--- src/rtl/syncram_arbiter.sv ---
// syncram_arbiter: round-robin arbiter that serialises NREQ requesters onto one single-port synchronous RAM
// Ports: clk/nRST (async active-low); req/req_wen/req_addr/req_wdata per requester (slice i = [i*WORD_W +: WORD_W]);
// ack one-hot completion pulse with rdata for reads; busy when not idle; ren/wen/ramaddr/ramstore/ramload to the RAM.
module syncram_arbiter #(
  parameter int NREQ    = 2,
  parameter int WORD_W  = 32,
  parameter int RAM_LAT = 1
) (
  input  logic                     clk,
  input  logic                     nRST,
  input  logic [NREQ-1:0]          req,
  input  logic [NREQ-1:0]          req_wen,
  input  logic [NREQ*WORD_W-1:0]   req_addr,
  input  logic [NREQ*WORD_W-1:0]   req_wdata,
  output logic [NREQ-1:0]          ack,
  output logic [WORD_W-1:0]        rdata,
  output logic                     busy,
  output logic                     ren,
  output logic                     wen,
  output logic [WORD_W-1:0]        ramaddr,
  output logic [WORD_W-1:0]        ramstore,
  input  logic [WORD_W-1:0]        ramload
);
  localparam int IW = $clog2(NREQ);
  typedef enum logic [1:0] {IDLE, ACCESS, WAIT, RESP} state_t;
  state_t state_q, state_d;
  logic [IW-1:0] win_q, win_d, rr_q, rr_d, pick, idx;
  logic found, ren_q, ren_d, wen_q, wen_d, wr_q, wr_d;
  logic [2:0] lat_q, lat_d;
  logic [WORD_W-1:0] addr_q, addr_d, store_q, store_d, rdata_q, rdata_d;
  // search upward from the requester after the last winner, wrapping
  always_comb begin
    found = 1'b0;
    pick = rr_q;
    idx = '0;
    for (int k = 1; k <= NREQ; k++) begin
      idx = IW'((int'(rr_q) + k) % NREQ);
      if (!found && req[idx]) begin
        found = 1'b1;
        pick = idx;
      end
    end
  end
  always_comb begin
    state_d = state_q;
    win_d = win_q;
    rr_d = rr_q;
    lat_d = lat_q;
    ren_d = 1'b0;
    wen_d = 1'b0;
    wr_d = wr_q;
    addr_d = addr_q;
    store_d = store_q;
    rdata_d = rdata_q;
    case (state_q)
      IDLE: if (found) begin
        win_d = pick;
        wr_d = req_wen[pick];
        ren_d = !req_wen[pick];
        wen_d = req_wen[pick];
        addr_d = req_addr[pick*WORD_W +: WORD_W];
        store_d = req_wen[pick] ? req_wdata[pick*WORD_W +: WORD_W] : store_q;
        state_d = ACCESS;
      end
      ACCESS: begin
        state_d = (wr_q || RAM_LAT == 1) ? RESP : WAIT;
        lat_d = (wr_q || RAM_LAT == 1) ? lat_q : 3'(RAM_LAT - 1);
      end
      WAIT: begin
        lat_d = lat_q - 3'd1;
        state_d = (lat_q == 3'd1) ? RESP : WAIT;
      end
      RESP: begin
        rr_d = win_q;
        rdata_d = wr_q ? rdata_q : ramload;
        state_d = IDLE;
      end
      default: state_d = IDLE;
    endcase
  end
  always_ff @(posedge clk or negedge nRST) begin
    if (!nRST) begin
      state_q <= IDLE;
      win_q <= '0;
      rr_q <= IW'(NREQ - 1);
      lat_q <= '0;
      ren_q <= 1'b0;
      wen_q <= 1'b0;
      wr_q <= 1'b0;
      addr_q <= '0;
      store_q <= '0;
      rdata_q <= '0;
    end else begin
      state_q <= state_d;
      win_q <= win_d;
      rr_q <= rr_d;
      lat_q <= lat_d;
      ren_q <= ren_d;
      wen_q <= wen_d;
      wr_q <= wr_d;
      addr_q <= addr_d;
      store_q <= store_d;
      rdata_q <= rdata_d;
    end
  end
  assign ren = ren_q;
  assign wen = wen_q;
  assign ramaddr = addr_q;
  assign ramstore = store_q;
  assign busy = state_q != IDLE;
  assign ack = (state_q == RESP) ? (NREQ'(1) << win_q) : '0;
  // read data is only valid from the RAM during RESP; otherwise hold the last read
  assign rdata = (state_q == RESP && !wr_q) ? ramload : rdata_q;
endmodule

--- config.mk ---
export PLATFORM = sky130hd
export DESIGN_NAME = syncram_arbiter
export DESIGN_NICKNAME = d
export VERILOG_FILES = /design/src/rtl/syncram_arbiter.sv
export SDC_FILE = /design/constraint.sdc
export NUM_CORES = 1
export LEC_CHECK = 0
export ABC_AREA = 0
export CAP_MARGIN = 20
export CORE_UTILIZATION = 39
export DETAILED_ROUTE_END_ITERATION = 8
export PLACE_DENSITY = 0.82
export SETUP_SLACK_MARGIN = 0.4
export SLEW_MARGIN = 25
export SYNTH_ARGS = -nofsm -noshare
export SYNTH_HDL_FRONTEND = slang
export SYNTH_SLANG_ARGS = --single-unit
--- constraint.sdc ---
create_clock -name clk -period 2.3 [get_ports clk]
set_clock_uncertainty 0.1 [all_clocks]
set_input_delay 0.345 -clock clk [delete_from_list [all_inputs] [get_ports clk]]
set_output_delay 0.345 -clock clk [all_outputs]
set_load 0.05 [all_outputs]
==> flow_metrics.py, run 1 <==
metrics = {
    "critical_path": {
        "cp-end-kind": "primary output",
        "cp_max_fo": 10,
        "worst-path-buf-inv": 3,
        "cp_common_cell": "buf_12",
        "cp-start-kind": "register",
        "arrival_ns": 1.82,
        "max_stage_delay_ns": 0.40,
        "criticalPathCategory": "reg2out",
        "critPathSlowestCell": "dfrtp_1",
        "cp.required_ns": 1.86,
        "path_cells": "ha_4 -> nor2b_4 -> buf_12 -> buf_12 -> mux2_4 -> buf_6",
        "crit_family": "buffers and inverters",
    },
    "timing": {
        "fmax_mhz": 441,
        "setup_violations": 0,
        "slew_viol_final": 0,
        "slew_headroom_pct": 63.5,
        "rsz0062_at_grt": "yes",
        "min_period_over_period_pct": 98.7,
        "min_period_ns": 2.27,
        "worst_pin_slew_ns": 0.548,
        "hold_viol_final": 0,
        "holdWs_ns": 0.383,
    },
    "die": {
        "die_area_um2": 12600,
        "io_pins": 267,
        "initial_core_util_pct": 40.8,
        "die_h_um": 112,
        "num_rows": 39,
        "core_um2": 11600,
        "dieWidth_um": 112,
    },
    "synth": {
        "syn-mean-instance-area_um2": 11.7,
        "synth_edf_count": 0,
        "ys.flop_type": "dfrtp_1",
        "synth.area.top_cells": "dfrtp_1, mux2i_1, mux2_1, a31oi_1, o21ai_1",
        "seq_area_frac_synth_pct": 56.0,
        "synth_cells": 405,
        "ys_warn_count": 0,
        "syn_area_um2": 4740,
        "post-synth-top-count-cell": "dfrtp_1",
        "synth.distinct_cells": 22,
        "yosys.area.top_type": "dfrtp_1",
        "ys_async_sr_fraction_pct": 100,
        "synth_nets": 576,
        "synthTopCellsByCount": "dfrtp_1, mux2i_1, nand2_1",
        "ys_ff_latch": 106,
        "yosys.area.top_type_share_pct": 55.5,
    },
    "detailed_routing": {
        "vias_per_cell": 5.02,
        "drcViolationCount": 15,
        "wl_per_cell_um": 17.5,
        "wirelength_mm": 14.6,
        "routed-via-count": 4187,
        "dr.pass1.iters": 6,
        "drtIter0Drc": 175,
        "antenna_left": 0,
    },
    "place": {
        "gp_congestion": 0.827,
        "port_buffers": 266,
        "dp_hpwl_mm": 10.4,
    },
    "power_and_ir_drop": {
        "p_seq_share_pct": 23.1,
        "power.switching_w": 0.00670,
        "internal-power_w": 0.00734,
        "peakVddDrop_mv": 0.755,
        "p_leak_nw": 3.93,
        "power_frac_clock_pct": 11.9,
        "p_per_area_nw_per_um2": 1650,
        "combPwrFrac_pct": 65.0,
        "totalPowerFinal_w": 0.0140,
        "sw_frac_of_total_pct": 47.7,
    },
    "cells_and_area": {
        "fin_nets": 857,
        "drive_above_1_share_pct": 18.8,
        "areaGrowthSynthToFinish_pct": 79.5,
        "num_antenna_cells": 0,
    },
    "status": {
        "status": "finished with violations",
        "failed_checks": "design-rule violations",
    },
    "global_route": {
        "grt_use_total_pct": 23.1,
        "grt_pass1_vias": 4269,
        "grt_pass1_wl_mm": 22.2,
        "grt_max_degree": 66,
        "overflow": 0,
        "antenna_found_initial": 0,
    },
    "clock_tree": {
        "clock-sinks": 106,
        "clkLatencyLatePin_ns": 0.34,
        "cts.path.max_buffers": 2,
        "cts_tree": "done",
        "ctsRootBufferMaster": "clkbuf_16",
        "path_clk_slew_ns": 0.07,
        "htree_levels": 3,
        "cts_buffers": 9,
    },
    "min_path": {
        "hold_path_class": "reg2reg",
    },
    "flow_run": {
        "drv_cap": 0,
    },
}
==> area by class of cell <==
| class | count | area, um2 |
|---|---|---|
| repair buffers | 302 | 3250 |
| fillers | 792 | 3110 |
| flip-flops and latches | 106 | 2650 |
| multi-input cells | 259 | 2070 |
| clock buffers | 12 | 246 |
| well taps | 143 | 179 |
| clock inverters | 4 | 75.1 |
| inverters | 8 | 30.0 |
==> repair_timing <==
item,4_1_cts,5_1_grt
resized for setup,93,14
cloned,1,2
hold buffers,1,0
setup endpoints to repair,100,54
endpoints found under the hold margin,35,0
setup buffers,12,7
==> power groups by stage <==
stage	Clock (W)	Sequential (W)	Combinational (W)
final	0.00167	0.00324	0.00913
after global routing	0.00177	0.00334	0.00957
after detailed placement	0	0.00328	0.00883
after global placement	0	0.00325	0.00865
after floorplan	0	0.00515	0.00379
after CTS	0.00170	0.00324	0.00889
==> worst reg2reg max path, stage by stage (launching register included) <==
cell,delay (ns)
dfstp_2,0.54
nor2b_1,0.10
a21oi_4,0.22
buf_12,0.15
buf_12,0.15
mux2i_1,0.29
a31oi_1,0.12
==> layer usage <==
| layer | share of wire (%) | up-vias | track usage (%) |
|---|---|---|---|
| met2 | 52 | 175 | 41.3 |
| met3 | 8.3 | 28 | 7.51 |
| met5 | 0 | - | 0 |
| met4 | 2.5 | 0 | 9.51 |
| li1 | - | 2004 | - |
| met1 | 37 | 1980 | 25.2 |
==> registers in the layout (all words and copies together) (netlist names) <==
signal	flops
ramaddr	32
ramstore	32
rdata_q	32
lat_q	3
state_q	2
ren	1
rr_q	1
wen	1
win_q	1
wr_q	1
==> stage by stage <==
step	instances	util, %	setup WS (ns)	instance area, um2	TNS (ns)
floorplan	405	-	0.442	4870	0
global route	834	73.2	-0.0578	8510	-1.23
detailed placement	795	67.6	0.138	7860	0
finish	834	73.2	0.0301	8510	0
CTS	825	71.8	0.00345	8340	0
global placement	795	67.6	0.201	7860	0
==> path summary, 6_finish.rpt <==
check | startpoint | endpoint | slack, ns | depth (start not counted)
max | state_q[0]$_DFFE_PN0P_ | rdata[21] | 0.03 | 6
min | ramaddr[18]$_DFFE_PN0P_ | ramaddr[18]$_DFFE_PN0P_ | 0.38 | 2
max reg2reg | rr_q$_DFFE_PN1N_ | ramstore[14]$_DFFE_PN0P_ | 0.52 | 6
min reg2reg | ramaddr[18]$_DFFE_PN0P_ | ramaddr[18]$_DFFE_PN0P_ | 0.38 | 2
max in group asynchronous | nRST | ramaddr[15]$_DFFE_PN0P_ | 1.07 | 3
min in group asynchronous | nRST | rdata_q[4]$_DFFE_PN0P_ | 0.43 | 2
==> kinds of logic (layout without fill, tap and decap cells) <==
family / Yosys count / after routing / synth area share [%]
AO/OA/AOI/OAI: 104 / 104 / 12.0
XOR/XNOR: 2 / 2 / 0.370
flip-flops: 106 / 106 / 56.0
AND/OR/NAND/NOR: 49 / 49 / 4.20
multiplexers: 99 / 99 / 21.8
buffers and inverters: 40 / 326 / 4.33
adder cells (fa/ha/maj): 5 / 5 / 1.32
==> cell usage in the layout, fill, tap and decap left out, types with 3 or more instances in the layout <==
master,n
nor2_1,3
a31oi_1,34
ha_1,3
dfrtp_1,105
o21ai_1,33
buf_6,15
buf_8,8
buf_4,20
nand2_1,40
a21oi_1,33
dlygate4sd2_1,66
inv_1,7
mux2i_1,64
buf_12,25
mux2_2,3
clkdlybuf4s50_1,164
mux2_4,30
clkbuf_16,11
(Power assumes the default switching activity.)
==> inputs of run 2 (changes only) <==
==> constraint.sdc (replaced) <==
create_clock -name clk -period 2.4 [get_ports clk]
set_clock_uncertainty 0.1 [all_clocks]
set_input_delay 0.36 -clock clk [delete_from_list [all_inputs] [get_ports clk]]
set_output_delay 0.36 -clock clk [all_outputs]
set_load 0.05 [all_outputs]
==> run 2 against run 1 <==
The run still ends with design-rule violations left. First-iteration DRC count is 26% higher. Wire length is 4.0% higher. Sequential power is 3% lower. Combinational power is 2.7% lower. Critical path type unchanged. Highest routed layer unchanged. Die area stayed put.
==> flow_metrics.py, run 2 (synthesis gave the netlist of run 1 again) <==
metrics = {
    "die": {
        "die_area_um2": 12600,
        "dieWidth_um": 112,
        "initial_core_util_pct": 40.8,
        "num_rows": 39,
        "core_um2": 11600,
        "io_pins": 267,
        "die_h_um": 112,
    },
    "timing": {
        "setup_violations": 0,
        "slew_viol_final": 0,
        "min_period_ns": 2.35,
        "hold_viol_final": 0,
        "rsz0062_at_grt": "yes",
        "final.setup.worst_slack_ns": 0.0530,
        "finalSetupTns_ns": 0,
        "min_period_over_period_pct": 97.8,
        "slew_headroom_pct": 62.3,
        "fmax_mhz": 426,
        "worst_pin_slew_ns": 0.564,
    },
    "critical_path": {
        "cp-end-kind": "primary output",
        "cp.required_ns": 1.94,
        "max_stage_delay_ns": 0.40,
        "cp_max_fo": 8,
        "critPathSlowestCell": "dfrtp_1",
        "criticalPathCategory": "reg2out",
        "arrival_ns": 1.89,
        "worst-path-buf-inv": 3,
        "worst-r2r-setup-slack_ns": 0.49,
        "crit_family": "buffers and inverters",
        "path_cells": "ha_4 -> nor2b_4 -> buf_6 -> clkbuf_16 -> mux2_4 -> buf_8",
        "cp-start-kind": "register",
    },
    "detailed_routing": {
        "dr.pass1.iters": 9,
        "drtIter0Drc": 221,
        "drcViolationCount": 15,
        "wl_per_cell_um": 18.2,
        "vias_per_cell": 5.10,
        "antenna_left": 0,
        "routed-via-count": 4267,
        "wirelength_mm": 15.2,
    },
    "clock_tree": {
        "ctsRootBufferMaster": "clkbuf_16",
        "cts_tree": "done",
        "path_clk_slew_ns": 0.07,
        "cts_buffers": 9,
        "clkLatencyLatePin_ns": 0.34,
        "clock-sinks": 106,
        "cts.path.max_buffers": 2,
        "htree_levels": 3,
    },
    "global_route": {
        "grt_use_total_pct": 23.2,
        "overflow": 0,
        "grt_max_degree": 68,
        "antenna_found_initial": 0,
        "grt_pass1_vias": 4574,
        "grt_pass1_wl_mm": 22.6,
    },
    "power_and_ir_drop": {
        "peakVddDrop_mv": 0.913,
        "sw_frac_of_total_pct": 46.9,
        "totalPowerFinal_w": 0.0137,
        "power_frac_clock_pct": 12.4,
        "p_leak_nw": 4.22,
        "p_per_area_nw_per_um2": 1590,
        "internal-power_w": 0.00729,
        "combPwrFrac_pct": 64.8,
        "power.switching_w": 0.00643,
        "p_seq_share_pct": 22.9,
    },
    "place": {
        "port_buffers": 266,
        "gp_congestion": 0.796,
        "dp_slack_ns": 0.187,
        "place_area_um2": 7520,
        "dp_hpwl_mm": 10.1,
    },
    "cells_and_area": {
        "design_area_um2": 8610,
        "areaGrowthSynthToFinish_pct": 81.6,
        "final_common_cell": "clkdlybuf4s50_1",
        "fin_nets": 860,
        "num_antenna_cells": 0,
        "postLayoutCoreUtil_pct": 74.1,
        "layout_common_cells": "clkdlybuf4s50_1, dfrtp_1, mux2i_1",
        "drive_above_1_share_pct": 18.7,
        "final.fill_count": 758,
    },
    "min_path": {
        "hold_path_class": "in2async",
    },
    "status": {
        "status": "finished with violations",
        "failed_checks": "design-rule violations",
    },
    "flow_run": {
        "drv_cap": 0,
    },
}
==> run 2: changes by cell type in the layout (fill, tap and decap cells not counted), sizes merged <==
| cell | previous run | this run |
|---|---|---|
| dlygate4sd2 | 66 | 9 |
| dlymetal6s2s | 0 | 42 |
| clkdlybuf4s50 | 164 | 179 |
| buf | 69 | 73 |
| clkbuf | 14 | 11 |
| bufinv | 2 | 3 |
| clkinv | 0 | 1 |
==> run 2: repair_timing <==
action,in CTS,in global routing
hold endpoints to repair,16,0
pin swaps,1,1
endpoints found under the setup margin,42,74
cloned,2,1
gates resized for setup,71,80
hold buffers,1,0
setup buffers,15,7
==> run 2: metal layers <==
layer | track usage [%] | wire length (um) | vias to the layer above
li1 | - | - | 2003
met1 | 24.9 | 5550 | 2056
met2 | 42.2 | 8060 | 179
met3 | 5.51 | 1140 | 29
met4 | 12.4 | 459 | 0
met5 | 0 | 0 | -
==> run 2: per-stage QoR <==
stage	hold WS, ns	cells
5_1_grt	0.387	837
3_5_place_dp	0.158	795
4_1_cts	0.333	829
3_3_place_gp	0.151	795
6_report	0.378	837
2_1_floorplan	-0.0356	405
==> run 2: worst paths after layout <==
check	depth (start not counted)	startpoint	endpoint
max reg2reg	5	rr_q$_DFFE_PN1N_	ramstore[14]$_DFFE_PN0P_
min	2	nRST	rdata_q[4]$_DFFE_PN0P_
min in group clk	2	ramaddr[10]$_DFFE_PN0P_	ramaddr[10]$_DFFE_PN0P_
min reg2reg	2	ramaddr[10]$_DFFE_PN0P_	ramaddr[10]$_DFFE_PN0P_
max	6	state_q[0]$_DFFE_PN0P_	rdata[17]
max in group asynchronous	3	nRST	rr_q$_DFFE_PN1N_
==> run 2: layout make-up <==
type / instances / area, um2 / area share (%)
Clock buffer: 10 / 239 / 2.78
Clock inverter: 6 / 114 / 1.32
Inverter: 8 / 30.0 / 0.349
Multi-Input combinational cell: 259 / 2060 / 24.0
Sequential cell: 106 / 2650 / 30.8
Tap cell: 143 / 179 / 2.08
Timing Repair Buffer: 305 / 3330 / 38.7
==> run 2: power groups by stage <==
stage          sequential (W)  clock, W  combinational (W)
2_1_floorplan         0.00492         0            0.00338
3_3_place_gp          0.00308         0            0.00758
3_5_place_dp          0.00313         0            0.00770
4_1_cts               0.00312   0.00173            0.00843
5_1_grt               0.00323   0.00180            0.00931
6_report              0.00314   0.00169            0.00888
==> inputs of run 3 (changes only) <==
--- a/config.mk
+++ b/config.mk
@@ -7,9 +7,9 @@
 export LEC_CHECK = 0
 export ABC_AREA = 0
 export CAP_MARGIN = 20
-export CORE_UTILIZATION = 39
+export CORE_UTILIZATION = 42
 export DETAILED_ROUTE_END_ITERATION = 8
-export PLACE_DENSITY = 0.82
+export PLACE_DENSITY = 0.88
 export SETUP_SLACK_MARGIN = 0.4
 export SLEW_MARGIN = 25
 export SYNTH_ARGS = -nofsm -noshare
==> constraint.sdc (replaced) <==
create_clock -name clk -period 2.9 [get_ports clk]
set_clock_uncertainty 0.1 [all_clocks]
set_input_delay 0.435 -clock clk [delete_from_list [all_inputs] [get_ports clk]]
set_output_delay 0.435 -clock clk [all_outputs]
set_load 0.05 [all_outputs]
==> run 3 against run 2 <==
The flow finishes with violations (negative hold slack). Sequential cell count unchanged. Design area shrank 9.6%. Hold slack got worse by 0.39 ns. Via count shrank 5.8%. Utilization is 2.9 points lower. Sequential share of layout area is 3.3 points higher. Clock power decreased by 34%. Largest cell class unchanged. Critical path depth shrank 1. Combinational power shrank 29%. Critical endpoint is now rdata[4]. Cell count shrank 4.1%. Die area is 7.0% lower. Wire length is 17% lower.
==> flow_metrics.py, run 3 (synthesis gave the netlist of run 1 again) <==
metrics = {
    "status": {
        "status": "finished with violations",
        "failed_checks": "negative hold slack",
    },
    "timing": {
        "fmax_mhz": 418,
        "setup_violations": 0,
        "slew_viol_final": 0,
        "hold_viol_final": 13,
        "worst_pin_slew_ns": 0.618,
        "holdWs_ns": -0.0126,
        "slew_headroom_pct": 58.8,
        "rsz0062_at_grt": "no",
        "min_period_ns": 2.39,
        "min_period_over_period_pct": 82.5,
        "finalSetupTns_ns": 0,
    },
    "detailed_routing": {
        "antenna_left": 0,
        "drcViolationCount": 0,
        "dr.pass1.iters": 4,
        "routed-via-count": 4018,
        "wl_per_cell_um": 15.7,
        "vias_per_cell": 5.00,
        "wirelength_mm": 12.6,
        "drtIter0Drc": 152,
    },
    "die": {
        "io_pins": 267,
        "die_area_um2": 11700,
        "num_rows": 38,
        "die_h_um": 108,
        "core_um2": 10900,
        "initial_core_util_pct": 43.3,
        "dieWidth_um": 108,
    },
    "global_route": {
        "antenna_found_initial": 0,
        "grt_pass1_vias": 4044,
        "grt_use_total_pct": 21.2,
        "grt_max_degree": 68,
        "grt_pass1_wl_mm": 19.1,
        "overflow": 0,
    },
    "critical_path": {
        "cp.required_ns": 2.37,
        "worstRegToRegCells": 7,
        "worst-path-buf-inv": 2,
        "worstSetupEndpoint": "rdata[4]",
        "cp-end-kind": "primary output",
        "r2r_end": "ramaddr[21]$_DFFE_PN0P_",
        "cp_max_fo": 16,
        "criticalPathCategory": "reg2out",
        "max_stage_delay_ns": 0.39,
        "path_cells": "ha_4 -> nor2b_4 -> clkbuf_16 -> mux2_2 -> buf_4",
        "crit_family": "buffers and inverters",
        "startpoint": "state_q[0]$_DFFE_PN0P_",
        "arrival_ns": 1.86,
        "worst-r2r-setup-slack_ns": 0.73,
        "cp.depth": 5,
        "regToRegStartpoint": "state_q[0]$_DFFE_PN0P_",
        "critPathSlowestCell": "dfrtp_1",
        "cp-start-kind": "register",
    },
    "power_and_ir_drop": {
        "p_per_area_nw_per_um2": 1280,
        "p_leak_nw": 3.44,
        "peakVddDrop_mv": 1.03,
    },
    "min_path": {
        "hold_path_class": "in2async",
    },
    "cells_and_area": {
        "fin_nets": 830,
        "areaGrowthSynthToFinish_pct": 64.2,
        "num_antenna_cells": 0,
        "instances_no_fill": 803,
        "final_common_cell": "clkdlybuf4s50_1",
        "drive_above_1_share_pct": 10.7,
        "layout_common_cells": "clkdlybuf4s50_1, dfrtp_1, mux2i_1",
    },
    "clock_tree": {
        "cts_tree": "done",
        "cts.path.max_buffers": 2,
        "clock-sinks": 106,
        "clkLatencyLatePin_ns": 0.32,
        "ctsRootBufferMaster": "clkbuf_16",
        "path_clk_slew_ns": 0.07,
        "post_cts_buffers": 0,
        "cts_buffers": 9,
        "htree_levels": 3,
    },
    "place": {
        "gp_congestion": 0.853,
        "dp_hpwl_mm": 9.74,
        "place_inst": 787,
        "port_buffers": 266,
    },
    "flow_run": {
        "drv_cap": 0,
    },
}
## run 3: how the worst min path moves through the flow
stage          slack [ns]                       to  startpoint
6_report            -0.01   rdata_q[7]$_DFFE_PN0P_        nRST
5_1_grt              0.02   rdata_q[7]$_DFFE_PN0P_        nRST
4_1_cts             0.007   rdata_q[0]$_DFFE_PN0P_        nRST
3_5_place_dp         0.36  rdata_q[10]$_DFFE_PN0P_        nRST
3_3_place_gp         0.35   rdata_q[7]$_DFFE_PN0P_        nRST
2_1_floorplan        0.04     lat_q[0]$_DFFE_PN0N_        nRST
## run 3: what timing repair did
item,CTS,global route
cloned,0,1
hold buffers,0,0
endpoints found under the setup margin,34,34
resized for setup,5,3
## run 3: where the power goes
group,internal [W],switching [W],total [W]
combinational,0.00213,0.00414,0.00627
clock,0.000607,0.000503,0.00111
sequential,0.00222,0.000358,0.00258
total,0.00496,0.00500,0.00996
## run 3: area by class of cell
class	instances	area [um2]
Clock buffer	12	246
Clock inverter	3	25.0
Fill cell	739	3150
Inverter	8	30.0
Multi-Input combinational cell	259	1930
Sequential cell	106	2660
Tap cell	140	175
Timing Repair Buffer	275	2720
## run 3: worst reg2reg max path: cells and delay by family (launching register included)
kind	cells	cell delay [ns]
buf+inv	3	0.94
flops	1	0.41
compound gates	2	0.21
simple gates	1	0.17
fa+ha+maj	1	0.18
## run 3: layer usage
metal	track usage (%)	wire length (um)	vias to the layer above
met5	0	0	-
met4	7.63	272	0
met2	39.2	6610	166
met3	4.64	873	21
li1	-	-	1945
met1	23.8	4850	1886
## run 3: stage by stage
stage | total power, W | hold slack, ns | instance area [um2] | util [%] | setup WS [ns]
after floorplan | 0.00680 | 0.0394 | 4740 | - | 0.745
after global placement | 0.00869 | 0.348 | 7460 | 68.2 | 0.597
after detailed placement | 0.00886 | 0.364 | 7460 | 68.2 | 0.463
after CTS | 0.0100 | 0.00691 | 7740 | 70.8 | 0.413
after global routing | 0.0105 | 0.0202 | 7780 | 71.2 | 0.424
final | 0.00996 | -0.0126 | 7780 | 71.2 | 0.506
